--- config.mk ---
export PLATFORM = sky130hd
export DESIGN_NAME = button_debouncer
export DESIGN_NICKNAME = d
export VERILOG_FILES = /design/src/rtl/lock_pkg.sv /design/src/rtl/button_debouncer_channel.sv /design/src/rtl/button_debouncer.sv
export SDC_FILE = /design/constraint.sdc
export NUM_CORES = 1
export LEC_CHECK = 0
export ABC_CLOCK_PERIOD_IN_PS = 1200
export CELL_PAD_IN_SITES_DETAIL_PLACEMENT = 0
export CELL_PAD_IN_SITES_GLOBAL_PLACEMENT = 1
export CORE_MARGIN = 3
export CORE_UTILIZATION = 43
export CTS_CLUSTER_SIZE = 28
export DETAILED_ROUTE_END_ITERATION = 7
export PLACE_DENSITY = 0.86
export SYNTH_ARGS = -nofsm -noshare
export SYNTH_HDL_FRONTEND = slang
export SYNTH_SLANG_ARGS = --single-unit
--- constraint.sdc ---
create_clock -name clk -period 1.2 [get_ports clk]
set_clock_uncertainty 0.05 [all_clocks]
set_input_delay 0.24 -clock clk [delete_from_list [all_inputs] [get_ports clk]]
set_output_delay 0.24 -clock clk [all_outputs]
set_load 0.03 [all_outputs]
--- src/rtl/lock_pkg.sv ---
// Shared types for the digital-lock button front end.
// Pure declarations; no timing or flow control.
package lock_pkg;

    typedef enum logic [1:0] {
        LOW      = 2'd0,
        RISE_CHK = 2'd1,
        HIGH     = 2'd2,
        FALL_CHK = 2'd3
    } btn_state_t;

    // Counter width able to hold 0..samples inclusive.
    function automatic int cnt_width(input int samples);
        return $clog2(samples + 1);
    endfunction

endpackage

--- src/rtl/button_debouncer_channel.sv ---
// One debounced button: synchroniser plus tick-sampled accept/reject FSM.
// Latency SYNC_STAGES clk + STABLE_SAMPLES ticks; no backpressure, strobes are one clk wide.
module debounce_channel #(
    parameter int STABLE_SAMPLES = 3,
    parameter int SYNC_STAGES    = 2
) (
    input  logic clk,
    input  logic rst,
    input  logic tick,
    input  logic btn_in,
    output logic btn_level,
    output logic btn_press,
    output logic btn_release
);
    import lock_pkg::*;

    localparam int CW = cnt_width(STABLE_SAMPLES);
    localparam logic [CW-1:0] LAST = CW'(STABLE_SAMPLES - 1);

    if (STABLE_SAMPLES < 1) begin : g_bad_samples
        $error("debounce_channel: STABLE_SAMPLES must be >= 1");
    end
    if (SYNC_STAGES < 2) begin : g_bad_sync
        $error("debounce_channel: SYNC_STAGES must be >= 2");
    end

    logic [SYNC_STAGES-1:0] sync_q;
    logic                   sync;
    btn_state_t             state;
    logic [CW-1:0]          cnt;

    always_ff @(posedge clk or posedge rst) begin
        if (rst) begin
            sync_q <= '0;
        end else begin
            sync_q <= {sync_q[SYNC_STAGES-2:0], btn_in};
        end
    end

    assign sync = sync_q[SYNC_STAGES-1];

    // A check state is left either by confirming the new level on the
    // STABLE_SAMPLES-th matching sample or by falling back on any mismatch.
    always_ff @(posedge clk or posedge rst) begin
        if (rst) begin
            state       <= LOW;
            cnt         <= '0;
            btn_level   <= 1'b0;
            btn_press   <= 1'b0;
            btn_release <= 1'b0;
        end else begin
            btn_press   <= 1'b0;
            btn_release <= 1'b0;
            if (tick) begin
                case (state)
                    LOW: begin
                        if (sync) begin
                            if (STABLE_SAMPLES == 1) begin
                                state     <= HIGH;
                                cnt       <= '0;
                                btn_level <= 1'b1;
                                btn_press <= 1'b1;
                            end else begin
                                state <= RISE_CHK;
                                cnt   <= CW'(1);
                            end
                        end
                    end
                    RISE_CHK: begin
                        if (!sync) begin
                            state <= LOW;
                            cnt   <= '0;
                        end else if (cnt == LAST) begin
                            state     <= HIGH;
                            cnt       <= '0;
                            btn_level <= 1'b1;
                            btn_press <= 1'b1;
                        end else begin
                            cnt <= cnt + CW'(1);
                        end
                    end
                    HIGH: begin
                        if (!sync) begin
                            if (STABLE_SAMPLES == 1) begin
                                state       <= LOW;
                                cnt         <= '0;
                                btn_level   <= 1'b0;
                                btn_release <= 1'b1;
                            end else begin
                                state <= FALL_CHK;
                                cnt   <= CW'(1);
                            end
                        end
                    end
                    FALL_CHK: begin
                        if (sync) begin
                            state <= HIGH;
                            cnt   <= '0;
                        end else if (cnt == LAST) begin
                            state       <= LOW;
                            cnt         <= '0;
                            btn_level   <= 1'b0;
                            btn_release <= 1'b1;
                        end else begin
                            cnt <= cnt + CW'(1);
                        end
                    end
                    default: begin
                        state     <= LOW;
                        cnt       <= '0;
                        btn_level <= 1'b0;
                    end
                endcase
            end
        end
    end

endmodule

--- src/rtl/button_debouncer.sv ---
// N_BTN independent debounced buttons sharing one sample tick.
// Latency SYNC_STAGES clk + STABLE_SAMPLES ticks; no backpressure, strobes are one clk wide.
module button_debouncer #(
    parameter int N_BTN          = 4,
    parameter int STABLE_SAMPLES = 3,
    parameter int SYNC_STAGES    = 2
) (
    input  logic             clk,
    input  logic             rst,
    input  logic             tick,
    input  logic [N_BTN-1:0] btn_in,
    output logic [N_BTN-1:0] btn_level,
    output logic [N_BTN-1:0] btn_press,
    output logic [N_BTN-1:0] btn_release
);

    for (genvar i = 0; i < N_BTN; i++) begin : g_chan
        debounce_channel #(
            .STABLE_SAMPLES (STABLE_SAMPLES),
            .SYNC_STAGES    (SYNC_STAGES)
        ) u_chan (
            .clk         (clk),
            .rst         (rst),
            .tick        (tick),
            .btn_in      (btn_in[i]),
            .btn_level   (btn_level[i]),
            .btn_press   (btn_press[i]),
            .btn_release (btn_release[i])
        );
    end

endmodule

==> reports/metrics.yaml, run 1 <==
vias: 984
design_area_um2: 1938
finalHoldViolations: 0
dr.pass1.iters: 4
r2r-end: "g_chan[2].u_chan.cnt[1]"
cts.clk_slew.worst_paths_ps: 110
rsz0062_at_grt: "yes"
hpwl_um: 1608
cts_buffer_depth: 2
first_iter_violations: 39
rrSetupSlack_ps: 90
period_share: 0.9800
seq_area_um2: 902.1
grt_overflow: 0
grt_antenna_before_repair: 0
grt_pass1_vias: 978
start_util: 0.4579
worst_ep_required_time_ps: 910
post_drt_via_cell_ratio: 4.970
power.density_nw_per_um2: 1730
hold_path_class: "input port to async pin"
drc: 0
slew_headroom: 0.8440
reg2reg_depth: 3
gp_routability_congestion: 0.6718
nets: 158
drive_above_1_share: 0.3224
grt_pass1_wl_um: 4112
multi_input_area_um2: 559.3
place_area_um2: 1749
p_clk_frac: 0.200
cp-end-kind: "output port"
worst_pin_slew_ps: 233.7
layout_common_cells: "dfrtp_1, buf_6, buf_4, inv_1, o21ai_0"
avgRoutedWirePerCell_um: 13.01
cpPeakStageDelay_ps: 410
cts_max_level: 2
start_kind: "flip-flop"
cts_tree: "yes"
pwr-share-seq: 0.543
syn_avg_cell_area_um2: 12.22
insertedDiodeCount: 0
dieHeight_um: 66.31
arrival_ps: 890
period_minus_slack_ps: 1176
yosys_warnings: 0
dieArea_um2: 4397
switching_share: 0.3284
worstSetupPathType: "flip-flop to output port"
top_usage_layer: "met2"
cts_hold_buf: 0
fp.coreArea_um2: 3416
use_met1: 0.1393
rows: 21
cp_num_buf_inv: 1
routed_wl_um: 2576
clkLatencyLatePin_ps: 330
mappedNetlistArea_um2: 1564
ys_types: 23
crit_chain: "buf_6"
p_int_uw: 2252
synth-seq-area-share: 0.5760
crit_fanout: 2
grtUsageTotal: 0.1277
crit_family: "flip-flops"
critPathSlowestCell: "dfrtp_1"
setup_tns_ps: 0
setup_viol_count_final: 0
cts_inserted_buffers: 5
syn_inst: 128
leakage_uw: 0.0009095
syn_to_final_growth_pct: 23.92
grt_use_met3: 0.05782
maxCapViolations: 0
die_w_um: 66.31
clock_sinks: 36
peakVddDrop_uv: 769.5
grt_max_degree: 37
ant_nets: 0
io_pins: 19
use_met2: 0.2057
max_freq_mhz: 850.3
syn-num-nets: 135
layout_commonest_cell: "dfrtp_1"
fill_cells: 295
pwr-share-comb: 0.256
cts_root_buf: "clkbuf_4"
maxSlewViolCount: 0
synth_seq_cells: 36
switchingPower_uw: 1101
run_status: "finished clean"
port_buffers: 18
synthesized netlist by cell type:
| master | number | area [um2] |
|---|---|---|
| buf_2 | 2 | 10.01 |
| nand3b_1 | 6 | 45.04 |
| nor3b_1 | 1 | 7.510 |
| o21ai_0 | 7 | 35.03 |
| buf_4 | 13 | 97.59 |
| o21a_1 | 4 | 30.03 |
| nand2_1 | 6 | 22.52 |
| dfrtp_1 | 36 | 900.9 |
| and4b_1 | 1 | 10.01 |
| a21oi_1 | 6 | 30.03 |
| xor2_1 | 4 | 35.03 |
| nor3_1 | 3 | 15.01 |
| mux2_2 | 3 | 33.78 |
| or2_2 | 4 | 25.02 |
| nor2_1 | 2 | 7.510 |
| nand4_1 | 4 | 25.02 |
| mux2i_1 | 5 | 50.05 |
| nor3b_2 | 3 | 37.54 |
| inv_1 | 7 | 26.28 |
| a31oi_1 | 4 | 25.02 |
| nand4b_4 | 3 | 71.32 |
| nand3_1 | 3 | 15.01 |
| nand4b_1 | 1 | 8.760 |
power by group through the flow:
| stage | Combinational (uW) | Clock [uW] | Sequential, uW |
|---|---|---|---|
| global route | 962 | 743 | 1880 |
| finish | 860 | 671 | 1820 |
| global placement | 764 | 0 | 1790 |
| detailed placement | 803 | 0 | 1820 |
| floorplan | 620 | 0 | 1770 |
| CTS | 824 | 698 | 1790 |
layout make-up:
class,count,area share
multi-input cells,70,0.2886
inverters,7,0.01356
flip-flops and latches,36,0.4655
well taps,46,0.02970
clock buffers,8,0.03034
repair buffers,31,0.1724
metrics by stage:
stage          instances  setup slack [ps]  utilization  hold WS (ps)  total power [uW]
6_report             198             23.96       0.5674         194.7              3353
5_1_grt              198            -30.27       0.5674         208.3              3584
4_1_cts              197             1.226       0.5403         177.6              3313
3_5_place_dp         185            -340.4       0.5121         284.7              2621
3_3_place_gp         185            -299.5       0.5121         282.9              2551
2_1_floorplan        128             105.8            -         221.4              2388
how the worst max path moves through the flow:
stage,startpoint,endpoint,slack (ps),cells past startpoint
final,g_chan[0].u_chan.btn_level,btn_level[0],20,1
after detailed placement,tick,g_chan[0].u_chan.btn_level,-340,5
after global placement,tick,g_chan[3].u_chan.btn_level,-300,6
after CTS,g_chan[3].u_chan.btn_level,btn_level[3],1,1
after global routing,g_chan[0].u_chan.btn_level,btn_level[0],-30,1
after floorplan,rst,async pin,110,1
cells by family (layout without fill, tap and decap cells):
family	Yosys count	count (layout)	synth area share
AOI/OAI and AO/OA	21	21	0.07680
xor gates and xnor gates	4	4	0.02240
buffers and inverters	22	46	0.08560
DFF	36	36	0.5760
muxes	8	8	0.05360
and+or+nand+nor	37	37	0.1856
metal layers:
layer	routed length (um)	vias to the layer above
met3	115	2
li1	-	479
met4	29	0
met1	1092	486
met5	0	-
met2	1338	17
what timing repair did:
item,CTS,global route
gates cloned,0,1
setup buffers,4,0
endpoints found under the setup margin,4,23
endpoints found under the hold margin,0,0
gates resized for setup,2,15
Note: power is estimated with default switching activity, not from simulation.
==> run 2: changes to the inputs <==
ABC_AREA = 0   (was default)
CORE_MARGIN = 4   (was 3)
==> run 2 against run 1 <==
Compared with the run above: total power is 0.68% lower; maximum frequency is essentially flat; combinational power shrank 3.7%; critical path depth did not move; hold slack gained 8.9 ps; core utilization down 0.70 points; setup slack got worse by 1.0 ps; clock power fell by 1%; via count decreased by 1.3%; first-iteration DRC count increased by 10%; critical endpoint unchanged.
==> reports/metrics.yaml, run 2 (synthesis gave the netlist of run 1 again) <==
run_status: "finished clean"
use_met2: 0.2238  # +0.01813
cts_inserted_buffers: 5  # unchanged
clock_sinks: 36  # unchanged
crit_fanout: 3  # +1
dieArea_um2: 4666  # +6.1%
cts_tree: "yes"
drive_above_1_share: 0.3020  # -0.02035
grt_antenna_before_repair: 0  # unchanged
rsz0062_at_grt: "yes"
peakVddDrop_uv: 718.4  # -6.6%
hold_path_class: "input port to async pin"
cts_max_level: 2  # unchanged
design_area_um2: 1914  # -1.2%
rows: 21  # unchanged
crit_family: "flip-flops"
crit_chain: "buf_6"
dr.pass1.iters: 4  # unchanged
critPathSlowestCell: "dfrtp_1"
period_minus_slack_ps: 1177  # +1.043 ps
gp_routability_congestion: 0.6854  # +2.0%
grt_use_met3: 0.04926  # -0.008562
start_util: 0.4579  # unchanged
maxSlewViolCount: 0  # unchanged
arrival_ps: 890  # about the same
maxCapViolations: 0  # unchanged
cp-end-kind: "output port"
drc: 0  # unchanged
leakage_uw: 0.0008977  # -1.3%
worst_pin_slew_ps: 262.0  # +28.36 ps
holdWs_ps: 203.6  # +8.905 ps
grt_pass1_wl_um: 4181  # +1.7%
fp.coreArea_um2: 3416  # unchanged
cpPeakStageDelay_ps: 410  # about the same
grt_max_degree: 37  # unchanged
fin_ws_ps: 22.92  # -1.043 ps
clkLatencyLatePin_ps: 330  # about the same
use_met1: 0.1267  # -0.01258
insertedDiodeCount: 0  # unchanged
grt_overflow: 0  # unchanged
layout_commonest_cell: "dfrtp_1"
dieHeight_um: 68.31  # +3.0%
slew_headroom: 0.8253  # -0.01865
cts.clk_slew.worst_paths_ps: 100  # about the same
grt_pass1_vias: 1012  # +3.5%
vias: 971  # -1.3%
worst_ep_required_time_ps: 910  # about the same
setup_viol_count_final: 0  # unchanged
cts_buffer_depth: 2  # unchanged
place_area_um2: 1727  # -1.3%
avgRoutedWirePerCell_um: 13.09  # +0.59%
layout_common_cells: "dfrtp_1, buf_6, buf_4, inv_1, o21ai_0"
dp_slack_ps: -371.1  # -30.68 ps
cp_num_buf_inv: 1  # unchanged
hpwl_um: 1708  # +6.2%
first_iter_violations: 43  # +10%
port_buffers: 18  # unchanged
routed_wl_um: 2552  # -0.93%
power.density_nw_per_um2: 1740  # +0.55%
max_freq_mhz: 849.6  # about the same
cts_hold_buf: 0  # unchanged
ant_nets: 0  # unchanged
reg2reg_depth: 2  # -1
io_pins: 19  # unchanged
die_w_um: 68.31  # +3.0%
syn_to_final_growth_pct: 22.40
finalHoldViolations: 0  # unchanged
grtUsageTotal: 0.1254  # -0.002264
post_drt_via_cell_ratio: 4.979  # +0.20%
nets: 155  # -1.9%
top_usage_layer: "met2"
start_kind: "flip-flop"
cp.depth: 1  # unchanged
postLayoutCoreUtil: 0.5604  # -0.006959
worstSetupPathType: "flip-flop to output port"
fill_cells: 286  # -3.1%
period_share: 0.9809  # about the same
cts_root_buf: "clkbuf_4"
setup_tns_ps: 0  # unchanged
## run 2: cell count changes in the layout (fill, tap and decap cells not counted)
cell and change:
dfrtp_1 +1, buf_4 -3, dfrtp_2 -1
## run 2: stage by stage
step                      total power [uW]  instances
after floorplan                       2388        128
after global placement                2525        182
after detailed placement              2613        182
after CTS                             3309        193
after global routing                  3553        195
final                                 3330        195
## run 2: layer usage
layer / share of wire / up-vias
li1: - / 467
met5: 0 / -
met2: 0.52 / 19
met4: 0.018 / 0
met1: 0.42 / 478
met3: 0.047 / 7
## run 2: final cells by class
| cell class | count | area (um2) | area share |
|---|---|---|---|
| tap | 46 | 57.56 | 0.03007 |
| clock buffer | 8 | 58.81 | 0.03072 |
| multi-input combinational | 70 | 559.3 | 0.2922 |
| sequential | 36 | 900.9 | 0.4706 |
| timing repair buffer | 28 | 311.5 | 0.1627 |
| inverter | 7 | 26.28 | 0.01373 |
## run 2: path summary, 6_finish.rpt
path	startpoint	to	slack, ps
worst max-delay path	g_chan[0].u_chan.btn_level	btn_level[0]	20
worst min-delay path	rst	g_chan[3].u_chan.sync_q[1]	200
worst max register to register	g_chan[1].u_chan.state[0]	flip-flop	70
worst min register to register	g_chan[1].u_chan.sync_q[0]	g_chan[1].u_chan.sync_q[1]	310
max in group asynchronous	rst	g_chan[1].u_chan.sync_q[1]	720
min in group clk	btn_in[2]	g_chan[2].u_chan.sync_q[0]	290
## run 2: repair_timing
action                                  4_1_cts  5_1_grt
gates cloned                                  0        1
pin swaps                                     1        2
endpoints found under the setup margin        6       21
hold endpoints to repair                      0        0
setup buffers                                 3        1
gates resized for setup                       3       13
## run 2: report_power, final
group          leakage (uW)  total [uW]  switching [uW]  internal [uW]
Sequential         0.000443        1840             370           1470
Combinational      0.000422         828             358            469
Clock             0.0000326         662             373            289
